## src/rtl/scratchpad_copy_engine.sv

```systemverilog
// Block-copy master for the scratchpad memory port.
// Moves cmd_count elements of 2^cmd_len bytes from cmd_src to cmd_dst. Each
// element is one read followed by one write. The command is range- and
// alignment-checked before any access is made.
module scratchpad_copy_engine #(
  parameter int          CHUNK_SIZE      = 512,
  parameter int          NUM_CHUNKS      = 1024,
  parameter logic [63:0] SCRATCHPAD_BASE = 64'h0300000000000000,
  parameter int          RD_LATENCY      = 1,
  parameter int          COUNT_W         = 16
) (
  input  logic               clk,
  input  logic               rst_n,
  input  logic               cmd_valid,
  output logic               cmd_ready,
  input  logic [63:0]        cmd_src,
  input  logic [63:0]        cmd_dst,
  input  logic [COUNT_W-1:0] cmd_count,
  input  logic [1:0]         cmd_len,
  output logic               busy,
  output logic               done,
  output logic               err,
  output logic               sp_en,
  output logic               sp_write,
  output logic [63:0]        sp_addr,
  output logic [1:0]         sp_len,
  output logic [63:0]        sp_wdata,
  input  logic [63:0]        sp_rdata
);

  localparam logic [64:0] SZ = 65'(CHUNK_SIZE) * 65'(NUM_CHUNKS);
  localparam int LW = (RD_LATENCY > 1) ? $clog2(RD_LATENCY) : 1;
  localparam logic [LW-1:0] WLAST = LW'(RD_LATENCY - 1);

  typedef enum logic [2:0] {S_IDLE, S_CHECK, S_RD, S_WAIT, S_WR, S_FIN} state_t;

  state_t             r_state, w_next;
  logic [63:0]        r_src, r_dst, r_addr, r_wdata;
  logic [COUNT_W-1:0] r_count;
  logic [1:0]         r_len;
  logic               r_err;
  logic [LW-1:0]      r_wcnt;

  logic [63:0] w_step, w_mask;
  logic [64:0] w_bytes, w_lim, w_src_end, w_dst_end;
  logic        w_chk_err, w_accept, w_wlast;

  // Range/alignment check; 65-bit sums so an out-of-range end cannot wrap into range.
  assign w_step    = 64'd1 << r_len;
  assign w_mask    = w_step - 64'd1;
  assign w_bytes   = 65'(r_count) << r_len;
  assign w_lim     = {1'b0, SCRATCHPAD_BASE} + SZ;
  assign w_src_end = {1'b0, r_src} + w_bytes;
  assign w_dst_end = {1'b0, r_dst} + w_bytes;
  assign w_chk_err = (|(r_src & w_mask)) | (|(r_dst & w_mask)) |
                     (r_src < SCRATCHPAD_BASE) | (r_dst < SCRATCHPAD_BASE) |
                     (w_src_end > w_lim) | (w_dst_end > w_lim);

  assign w_accept = cmd_valid && (r_state == S_IDLE);
  assign w_wlast  = (r_wcnt == WLAST);

  // Outputs decode straight from state so an async reset drops sp_en at once.
  assign cmd_ready = (r_state == S_IDLE);
  assign busy      = (r_state != S_IDLE);
  assign done      = (r_state == S_FIN);
  assign err       = (r_state == S_FIN) && r_err;
  assign sp_en     = (r_state == S_RD) || (r_state == S_WR);
  assign sp_write  = (r_state == S_WR);
  assign sp_len    = r_len;
  assign sp_wdata  = r_wdata;
  // r_addr remembers the last driven address so sp_addr holds while idle.
  assign sp_addr   = (r_state == S_RD) ? r_src :
                     (r_state == S_WR) ? r_dst : r_addr;

  // State register.
  always_ff @(posedge clk or negedge rst_n) begin
    if (!rst_n) r_state <= S_IDLE;
    else        r_state <= w_next;
  end

  // Next-state logic.
  always_comb begin
    w_next = r_state;
    case (r_state)
      S_IDLE:  if (cmd_valid) w_next = S_CHECK;
      S_CHECK: if (w_chk_err || (r_count == '0)) w_next = S_FIN;
               else                              w_next = S_RD;
      S_RD:    w_next = S_WAIT;
      S_WAIT:  if (w_wlast) w_next = S_WR;
      S_WR:    if (r_count == COUNT_W'(1)) w_next = S_FIN;
               else                        w_next = S_RD;
      S_FIN:   w_next = S_IDLE;
      default: w_next = S_IDLE;
    endcase
  end

  // Command latch, address walk, element counter, read-latency counter and data capture.
  always_ff @(posedge clk or negedge rst_n) begin
    if (!rst_n) begin
      r_src   <= '0;
      r_dst   <= '0;
      r_addr  <= '0;
      r_wdata <= '0;
      r_count <= '0;
      r_len   <= '0;
      r_err   <= 1'b0;
      r_wcnt  <= '0;
    end else begin
      case (r_state)
        S_IDLE: if (w_accept) begin
          r_src   <= cmd_src;
          r_dst   <= cmd_dst;
          r_count <= cmd_count;
          r_len   <= cmd_len;
          r_err   <= 1'b0;
        end
        S_CHECK: r_err <= w_chk_err;
        S_RD: begin
          r_addr <= r_src;
          r_wcnt <= '0;
        end
        S_WAIT: begin
          r_wcnt <= r_wcnt + LW'(1);
          if (w_wlast) r_wdata <= sp_rdata;
        end
        S_WR: begin
          r_addr  <= r_dst;
          r_src   <= r_src + w_step;
          r_dst   <= r_dst + w_step;
          r_count <= r_count - COUNT_W'(1);
        end
        default: ;
      endcase
    end
  end

endmodule
```

## config.mk

```make
export PLATFORM = sky130hd
export DESIGN_NAME = scratchpad_copy_engine
export DESIGN_NICKNAME = d
export VERILOG_FILES = /design/src/rtl/scratchpad_copy_engine.sv
export SDC_FILE = /design/constraint.sdc
export NUM_CORES = 1
export LEC_CHECK = 0
export BUFFER_PORTS_ARGS = -buffer_cell sky130_fd_sc_hd__buf_4
export CORE_ASPECT_RATIO = 1.2
export CORE_MARGIN = 2
export CORE_UTILIZATION = 33
export DETAILED_ROUTE_END_ITERATION = 10
export PLACE_DENSITY_LB_ADDON = 0.25
export SETUP_SLACK_MARGIN = 0.5
export SYNTH_ARGS = -nofsm -noshare
export SYNTH_HDL_FRONTEND = slang
export SYNTH_SLANG_ARGS = --single-unit
```

## constraint.sdc

```tcl
create_clock -name clk -period 5.4 [get_ports clk]
set_clock_uncertainty 0.1 [all_clocks]
set_input_delay 1.08 -clock clk [delete_from_list [all_inputs] [get_ports clk]]
set_output_delay 1.08 -clock clk [all_outputs]
set_load 0.02 [all_outputs]
```

==> results.py, run 1 <==
metrics = {
    "run_status": {
        "outcome": "complete, no violations",
    },
    "logic_synthesis": {
        "combinational_family_with_the_most_area_after_synthesis": "simple AND/OR/NAND/NOR gates",
        "postSynth.topFlopCell": "dfrtp_1",
        "yosys.area.top_type": "dfrtp_1",
        "number_of_enable_type_register_cells_in_the_synthesized_netlist": 0,
        "syn_area_per_cell_um2": 8.05,
        "synth-async-reset-ratio": 1.00,
        "synth-xor-area-share": 0.0261,
        "synth.area.mux_share": 0.0583,
        "synth.top_cells.by_area": "dfrtp_1 34%, nand2_1 7.0%, nor2_1 5.8%",
        "ys_ff_latch": 279,
        "synth_top_cell_area_share": 0.341,
        "synthCells": 2541,
        "synth-simple-area-share": 0.277,
        "synth_nets": 2808,
        "post_synth_fa_ha_maj_area_fraction": 0.0345,
        "number_of_warning_messages_in_the_yosys_log": 0,
        "synth_cell_type_count": 102,
        "post_synthesis_cell_area_um2": 20400,
        "synth-compound-area-share": 0.209,
        "synth-seq-area-share": 0.341,
    },
    "placement": {
        "placement.io_buffers": 348,
        "gp_routability_congestion": 1.00,
        "hpwlAfterDp_mm": 72.5,
        "pre_cts_ws_ps": 482,
        "detailed_place.area_um2": 23700,
    },
    "timing": {
        "grt_setup_unrepaired": "yes",
        "fin_hold_ws_ps": 356,
        "worst_slew_slack_as_a_fraction_of_its_limit": 0.313,
        "slew_viol_final": 0,
        "finalCritPeriodShare": 0.873,
        "layout_setup_ws_ps": 686,
        "finalSetupViolations": 0,
        "fmax_mhz": 212,
        "measured_slew_at_the_worst_slew_check_pin_ps": 1030,
        "tns_ps": 0,
        "hold_viol_final": 0,
        "period_needed_ps": 4710,
    },
    "clock_tree": {
        "clkLatencyLatePin_ps": 570,
        "clock_sinks": 279,
        "cts_max_level": 2,
        "max-clock-path-buffers": 3,
        "cts_tree": "done",
        "cts.clk_slew.worst_paths_ps": 60,
        "cts_buffers": 35,
        "clockRootBuffer": "clkbuf_16",
        "cts.hold.buffers_added": 0,
    },
    "finish": {
        "layout.cell_area.non_filler_um2": 24900,
        "drive_above_1_share": 0.222,
        "antenna-diode-count": 0,
        "flow.area_growth_from_synthesis_pct": 22.0,
        "design.final.nets": 3067,
        "filler_cell_count": 6255,
    },
    "drt": {
        "detailroute.via_count": 21800,
        "drt-wirelength-per-cell_um": 25.6,
        "vias_per_cell": 6.01,
        "drt-pass1-iter-count": 6,
        "residual_drc_count": 0,
        "drtAntennaViolNets": 0,
        "drtIter0Drc": 2040,
        "totalWireLength_mm": 93.0,
    },
    "setup_path": {
        "critical_path.slowest_cell": "or4_1",
        "cp-start-kind": "register",
        "critPathCaptureType": "register",
        "crit_fanout": 25,
        "crit_type": "reg2reg",
        "cp_buf_inv_count": 1,
        "path_cells": "buf_4 -> nor2b_1 -> a22o_1 -> ha_1 -> a21oi_1 -> o21ai_0 -> nor2_1 -> o311a_1 -> nand4_1 -> or4_1 -> a2111o_1 -> nor4_2 -> a211o_1 -> and4_4 -> o211ai_2",
        "critical_path.top_delay_family": "compound AO/OA/AOI/OAI gates",
        "cp_data_arrival_time_ps": 5050,
        "timing.critical_path.slowest_cell_delay_ps": 530,
        "required_ps": 5730,
    },
    "floorplanning": {
        "core_area_um2": 61100,
        "placementRows": 99,
        "design.die.area_um2": 64000,
        "die_width_um": 231,
        "die_span_in_y_um": 277,
        "floorplan.io_pins": 349,
        "floorplan.initialDensity": 0.335,
    },
    "global_route": {
        "grt_start_max_net_pins": 98,
        "grt_overflow": 0,
        "grt_pass1_vias": 21300,
        "grtUsageTotal": 0.284,
        "antenna_found_initial": 0,
        "first_pass_grt_wire_length_mm": 139,
    },
    "pwr": {
        "cellPowerDensity_nw_per_um2": 795,
        "p_leak_nw": 10.5,
        "irDropWorstVdd_uv": 303,
    },
    "run": {
        "max_cap_viol_count": 0,
    },
    "worst_hold_path": {
        "hold_path.class": "reg2reg",
    },
}
==> registers in the layout, indices dropped and copies added (netlist names) <==
register	count
r_dst	64
r_state	3
r_count	16
r_addr	64
sp_len	2
sp_wdata	64
r_wcnt	1
r_src	64
r_err	1
==> routing by layer <==
metal  global-route usage  vias up  part of all wire
li1                     -     9884                 -
met1                0.374    10800              0.42
met2                0.478     1005              0.48
met3               0.0342      171             0.063
met4               0.0984        0             0.034
met5                    0        -                 0
==> final cells by class <==
| class | count | area [µm²] | area share |
|---|---|---|---|
| clock buffer | 47 | 1000 | 0.0402 |
| clock inverter | 17 | 193 | 0.00772 |
| inverter | 54 | 208 | 0.00833 |
| multi-input combinational | 2030 | 12500 | 0.501 |
| sequential | 279 | 6980 | 0.280 |
| tap | 808 | 1010 | 0.0405 |
| timing repair buffer | 400 | 3050 | 0.122 |
==> report_power, final <==
| group | internal [mW] | leakage (nW) | total (mW) | switching, mW |
|---|---|---|---|---|
| Combinational | 4.65 | 6.71 | 12.6 | 7.94 |
| Clock | 1.46 | 0.579 | 2.46 | 1.00 |
| Sequential | 3.09 | 3.19 | 4.79 | 1.70 |
| Total | 9.20 | 10.5 | 19.8 | 10.6 |
==> tightest hold or removal path: cells and delay by family, from the launching register on <==
| kind | cells | cell delay [ps] |
|---|---|---|
| and+or+nand+nor | 2 | 110 |
| DFF | 1 | 320 |
==> through the flow <==
stage	instances	utilization	power (mW)
3_5_place_dp	3570	0.387	17.1
4_1_cts	3634	0.407	19.6
3_3_place_gp	3570	0.387	17.1
6_report	3635	0.409	19.8
5_1_grt	3635	0.409	21.2
2_1_floorplan	2541	-	12.5
==> cell usage after synthesis (12+ instances only) <==
| cell type | number |
|---|---|
| a21o_1 | 12 |
| o21ai_0 | 110 |
| buf_2 | 32 |
| a22oi_1 | 50 |
| mux2i_1 | 19 |
| a21oi_1 | 176 |
| nand4_1 | 79 |
| o22ai_1 | 34 |
| a31oi_1 | 13 |
| nand2_1 | 380 |
| ha_1 | 50 |
| inv_1 | 53 |
| a311oi_1 | 34 |
| nor4_1 | 26 |
| xnor2_1 | 33 |
| o221a_2 | 15 |
| or3_1 | 25 |
| nor2b_1 | 14 |
| nor3_1 | 71 |
| and2_1 | 21 |
| mux2_2 | 69 |
| buf_4 | 15 |
| dfrtp_1 | 279 |
| a211oi_1 | 47 |
| clkbuf_1 | 108 |
| and3_1 | 32 |
| xor2_1 | 28 |
| nor2_1 | 315 |
| or2_2 | 16 |
| nand3_1 | 126 |
| o211ai_1 | 24 |
==> cell families after synthesis <==
family / Yosys count
AO/OA/AOI/OAI: 635
XOR/XNOR: 61
adder cells (fa/ha/maj): 54
buffers and inverters: 232
flip-flops: 279
multiplexers: 98
AND/OR/NAND/NOR: 1182
==> layout by cell type (no fill, tap or decap), drive strengths merged, types with 47 or more instances in the layout <==
cell type / Yosys / routed
buf: 58 / 400
nand2: 382 / 382
nor2: 316 / 316
dfrtp: 279 / 279
a21oi: 176 / 176
nand3: 126 / 126
o21ai: 118 / 118
nand4: 86 / 86
nor3: 75 / 75
mux2: 69 / 69
inv: 53 / 56
a22oi: 50 / 50
ha: 50 / 50
a211oi: 47 / 47
clkbuf: 120 / 47
==> timing repair <==
action	in CTS	in global routing
setup buffers	0	1
setup endpoints to repair	2	16
resized for setup	2	15
pin swaps	0	2
==> final timing paths <==
check | endpoint | slack, ps | depth (start not counted) | startpoint
hold reg to reg | r_addr[33]$_DFFE_PN0P_ | 360 | 2 | r_addr[33]$_DFFE_PN0P_
hold / removal | r_addr[33]$_DFFE_PN0P_ | 360 | 2 | r_addr[33]$_DFFE_PN0P_
max in group asynchronous | r_src[27]$_DFFE_PN0P_ | 3760 | 2 | rst_n
setup / recovery | r_state[0]$_DFFE_PN0P_ | 690 | 15 | sp_len[1]$_DFFE_PN0P_
min in group asynchronous | r_addr[7]$_DFFE_PN0P_ | 400 | 1 | rst_n
setup reg to reg | r_state[0]$_DFFE_PN0P_ | 690 | 15 | sp_len[1]$_DFFE_PN0P_
Note: power is estimated with default switching activity, not from simulation.
==> run 2, diff against run 1 <==
Settings changed: CORE_ASPECT_RATIO 1.2 to 1.1, PLACE_DENSITY from default to 0.6, PLACE_DENSITY_LB_ADDON 0.25 to default.
==> results.py, run 2 (synthesis gave the netlist of run 1 again) <==
metrics = {
    "run_status": {
        "outcome": "complete, no violations",
    },
    "finish": {
        "antenna-diode-count": 0,
        "drive_above_1_share": 0.221,
        "multiInputGateArea_um2": 12500,
        "flow.area_growth_from_synthesis_pct": 21.9,
        "filler_cell_count": 6294,
        "final_cell_mix": "388 x buf_4, 379 x nand2_1, 312 x nor2_1",
        "seqCellArea_um2": 6980,
        "design.final.nets": 3060,
        "most_frequent_standard_cell_in_the_layout_excluding_fill_and_tap_cells": "buf_4",
    },
    "timing": {
        "measured_slew_at_the_worst_slew_check_pin_ps": 1010,
        "layout_setup_ws_ps": 687,
        "finalSetupViolations": 0,
        "slew_viol_final": 0,
        "period_needed_ps": 4710,
        "fmax_mhz": 212,
        "grt_setup_unrepaired": "yes",
        "worst_slew_slack_as_a_fraction_of_its_limit": 0.323,
        "hold_viol_final": 0,
        "tns_ps": 0,
        "finalCritPeriodShare": 0.873,
    },
    "setup_path": {
        "cp_data_arrival_time_ps": 5030,
        "startpoint": "sp_len[1]$_DFFE_PN0P_",
        "r2r-start": "sp_len[1]$_DFFE_PN0P_",
        "cp-start-kind": "register",
        "crit_type": "reg2reg",
        "crit_fanout": 9,
        "required_ps": 5710,
        "register_to_register_path_setup_slack_ps": 690,
        "worstReg2RegEnd": "r_state[0]$_DFFE_PN0P_",
        "ff2ff_path_depth": 14,
        "critPathCaptureType": "register",
    },
    "clock_tree": {
        "post-cts-setup-buffer-count": 0,
        "resized_gates_after_cts": 0,
        "cts_max_level": 2,
        "cts_buffers": 35,
        "cts.hold.buffers_added": 0,
        "clockRootBuffer": "clkbuf_16",
        "max-clock-path-buffers": 3,
        "cts.clk_slew.worst_paths_ps": 70,
        "cts_tree": "done",
        "clock_sinks": 279,
        "clkLatencyLatePin_ps": 550,
    },
    "global_route": {
        "grt_pass1_vias": 21200,
        "first_pass_grt_wire_length_mm": 136,
        "grtUsageTotal": 0.282,
        "grt_start_max_net_pins": 108,
        "grt_overflow": 0,
        "antenna_found_initial": 3,
    },
    "floorplanning": {
        "placementRows": 95,
        "floorplan.io_pins": 349,
        "die_span_in_y_um": 265,
        "core_area_um2": 61200,
        "design.die.area_um2": 64000,
        "die_width_um": 241,
        "floorplan.initialDensity": 0.334,
    },
    "pwr": {
        "cellPowerDensity_nw_per_um2": 794,
        "irDropWorstVdd_uv": 398,
        "p_leak_nw": 10.4,
    },
    "drt": {
        "residual_drc_count": 0,
        "drtIter0Drc": 2043,
        "drtAntennaViolNets": 0,
        "drt-wirelength-per-cell_um": 25.5,
        "detailroute.via_count": 21800,
        "totalWireLength_mm": 92.9,
        "drt-pass1-iter-count": 6,
        "vias_per_cell": 5.99,
    },
    "placement": {
        "gp_routability_congestion": 0.999,
        "hpwlAfterDp_mm": 72.5,
        "placement.io_buffers": 348,
        "pre_cts_ws_ps": 506,
    },
    "worst_hold_path": {
        "endpoint_with_the_worst_hold_slack": "r_addr[42]$_DFFE_PN0P_",
        "hold_start": "r_addr[42]$_DFFE_PN0P_",
        "hold_path.class": "reg2reg",
        "worstHoldPathCells": 2,
    },
    "run": {
        "max_cap_viol_count": 0,
    },
}
## run 2: cell count changes in the layout (fill, tap and decap cells not counted), sizes merged
cell    before  now
bufinv       3    4
clkbuf      47   45
clkinv       8    7
buf        400  393
## run 2: critical path, stage by stage (launching register included)
cell,delay (ps)
dfrtp_1,490
nand2b_1,290
o22ai_1,390
ha_1,380
nor2b_4,170
o31ai_1,480
a2111oi_4,190
or3_1,370
a2111oi_0,390
nor4b_2,300
a31oi_1,170
nor4_2,310
a211o_1,230
and4_4,240
o211ai_2,90
## run 2: how the worst max path moves through the flow
stage,end,slack [ps],cells after the start
2_1_floorplan,r_state[0]$_DFFE_PN0P_,590,16
3_3_place_gp,r_state[0]$_DFFE_PN0P_,510,14
3_5_place_dp,r_state[0]$_DFFE_PN0P_,510,14
4_1_cts,r_state[0]$_DFFE_PN0P_,500,14
5_1_grt,r_state[0]$_DFFE_PN0P_,430,15
6_report,r_state[0]$_DFFE_PN0P_,690,14
## run 2: report_power, final
part / internal [mW] / total, mW / switching (mW)
logic: 4.64 / 12.4 / 7.80
clock network: 1.46 / 2.42 / 0.966
registers: 3.08 / 4.92 / 1.83
## run 2: final cells by class
cell class,instances,share of cell area
Tap cell,824,0.0414
Inverter,54,0.00834
Clock buffer,45,0.0387
Sequential cell,279,0.280
Timing Repair Buffer,393,0.120
Multi-Input combinational cell,2030,0.503
Clock inverter,17,0.00829
## run 2: metal layers
layer | up-vias | track usage | wire [µm]
li1 | 9856 | - | -
met1 | 10600 | 0.373 | 39200
met4 | 2 | 0.112 | 3870
met5 | - | 0 | 39
met3 | 209 | 0.0397 | 6610
met2 | 1117 | 0.464 | 43200
## run 2: metrics by stage
stage | hold slack, ps | cells | power, mW | cell area, µm² | utilization
final | 359 | 3642 | 19.8 | 24900 | 0.407
after global routing | 386 | 3642 | 21.1 | 24900 | 0.407
after CTS | 364 | 3642 | 19.5 | 24800 | 0.405
after detailed placement | 350 | 3580 | 17.0 | 23600 | 0.386
after global placement | 344 | 3580 | 17.0 | 23600 | 0.386
after floorplan | 333 | 2541 | 12.5 | 20400 | -
==> run 3, diff against run 2 <==
Settings changed: ABC_CLOCK_PERIOD_IN_PS from default to 5400, CORE_MARGIN 2 to default.
==> results.py, run 3 (synthesis gave the netlist of run 1 again) <==
metrics = {
    "run_status": {
        "outcome": "complete, no violations",
    },
    "setup_path": {
        "required_ps": 5720,
        "cp-start-kind": "register",
        "crit_fanout": 25,
        "cp_data_arrival_time_ps": 5090,
        "crit_type": "reg2reg",
        "critPathCaptureType": "register",
    },
    "finish": {
        "antenna-diode-count": 0,
        "layout.cell_area.non_filler_um2": 24900,
        "most_frequent_standard_cell_in_the_layout_excluding_fill_and_tap_cells": "buf_4",
        "finish.cell_count_without_fillers": 3649,
        "drive_above_1_share": 0.223,
        "flow.area_growth_from_synthesis_pct": 21.8,
        "final_cell_mix": "397 x buf_4, 379 x nand2_1, 312 x nor2_1",
        "design.final.nets": 3068,
    },
    "drt": {
        "residual_drc_count": 0,
        "drtAntennaViolNets": 0,
        "drt-wirelength-per-cell_um": 25.1,
        "drtIter0Drc": 2007,
        "totalWireLength_mm": 91.7,
        "vias_per_cell": 5.96,
        "drt-pass1-iter-count": 5,
        "detailroute.via_count": 21800,
    },
    "timing": {
        "layout_setup_ws_ps": 629,
        "tns_ps": 0,
        "slew_viol_final": 0,
        "period_needed_ps": 4770,
        "worst_slew_slack_as_a_fraction_of_its_limit": 0.364,
        "finalCritPeriodShare": 0.883,
        "finalSetupViolations": 0,
        "measured_slew_at_the_worst_slew_check_pin_ps": 952,
        "grt_setup_unrepaired": "no",
        "hold_viol_final": 0,
        "fmax_mhz": 210,
    },
    "global_route": {
        "grtUsageTotal": 0.285,
        "grt_start_max_net_pins": 92,
        "grt_pass1_vias": 21300,
        "antenna_found_initial": 1,
        "first_pass_grt_wire_length_mm": 136,
        "grt_overflow": 0,
    },
    "floorplanning": {
        "die_width_um": 239,
        "placementRows": 95,
        "design.die.area_um2": 63000,
        "floorplan.initialDensity": 0.334,
        "core_area_um2": 61200,
        "floorplan.io_pins": 349,
        "die_span_in_y_um": 263,
    },
    "clock_tree": {
        "cts_tree": "done",
        "cts.clk_slew.worst_paths_ps": 60,
        "cts_buffers": 35,
        "clkLatencyLatePin_ps": 560,
        "cts_max_level": 2,
        "cts.hold.buffers_added": 0,
        "clock_sinks": 279,
        "max-clock-path-buffers": 3,
        "clockRootBuffer": "clkbuf_16",
    },
    "placement": {
        "placed_cells": 3585,
        "pre_cts_ws_ps": 475,
        "detailed_place.area_um2": 23700,
        "hpwlAfterDp_mm": 70.8,
        "placement.io_buffers": 348,
        "gp_routability_congestion": 0.999,
    },
    "pwr": {
        "p_leak_nw": 10.5,
        "cellPowerDensity_nw_per_um2": 792,
        "irDropWorstVdd_uv": 291,
        "total_power_mw": 19.7,
    },
    "worst_hold_path": {
        "hold_path.class": "reg2reg",
    },
    "run": {
        "max_cap_viol_count": 0,
    },
}
-- run 3: path summary, 6_finish.rpt --
check / depth (start not counted) / endpoint / slack [ps] / startpoint
min reg2reg: 2 / r_addr[42]$_DFFE_PN0P_ / 360 / r_addr[42]$_DFFE_PN0P_
max: 15 / r_state[0]$_DFFE_PN0P_ / 630 / sp_len[1]$_DFFE_PN0P_
min in group asynchronous: 1 / sp_wdata[15]$_DFFE_PN0P_ / 380 / rst_n
max reg2reg: 15 / r_state[0]$_DFFE_PN0P_ / 630 / sp_len[1]$_DFFE_PN0P_
min: 2 / r_addr[42]$_DFFE_PN0P_ / 360 / r_addr[42]$_DFFE_PN0P_
max in group asynchronous: 2 / sp_wdata[59]$_DFFE_PN0P_ / 3580 / rst_n
-- run 3: worst max-delay path, stage by stage, from the launching register on --
cell and delay [ps]:
dfrtp_1 370, buf_4 220, nand2b_1 310, o22ai_1 380
ha_1 370, nor2b_4 170, o31a_1 290, o31ai_2 500
a21oi_1 230, xor2_1 190, a2111oi_0 440, a31oi_1 210
nor4_2 300, a211o_1 220, and4_4 240, o211ai_2 90
-- run 3: metal layers --
| metal | share of wire | vias up | track usage |
|---|---|---|---|
| met5 | 0.00017 | - | 0 |
| met4 | 0.044 | 2 | 0.121 |
| met3 | 0.079 | 192 | 0.0434 |
| met2 | 0.46 | 1085 | 0.461 |
| met1 | 0.42 | 10600 | 0.376 |
| li1 | - | 9869 | - |
-- run 3: layout make-up --
| type | count | area [µm²] |
|---|---|---|
| Fill cell | 6257 | 36300 |
| Multi-Input combinational cell | 2030 | 12500 |
| Sequential cell | 279 | 6980 |
| Timing Repair Buffer | 401 | 3060 |
| Tap cell | 824 | 1030 |
| Clock buffer | 45 | 973 |
| Inverter | 54 | 208 |
| Clock inverter | 16 | 194 |
-- run 3: what timing repair did --
action	CTS	global route
setup endpoints to repair	1	6
resized for setup	1	10
setup buffers	0	3
-- run 3: through the flow --
step | utilization | hold slack (ps)
finish | 0.407 | 361
global route | 0.407 | 381
CTS | 0.406 | 366
detailed placement | 0.387 | 353
global placement | 0.387 | 343
floorplan | - | 333
-- run 3: power by group --
group / total [mW] / switching [mW] / internal (mW)
Clock: 2.46 / 0.991 / 1.46
Combinational: 12.5 / 7.79 / 4.66
Sequential: 4.82 / 1.73 / 3.09
Total: 19.7 / 10.5 / 9.21
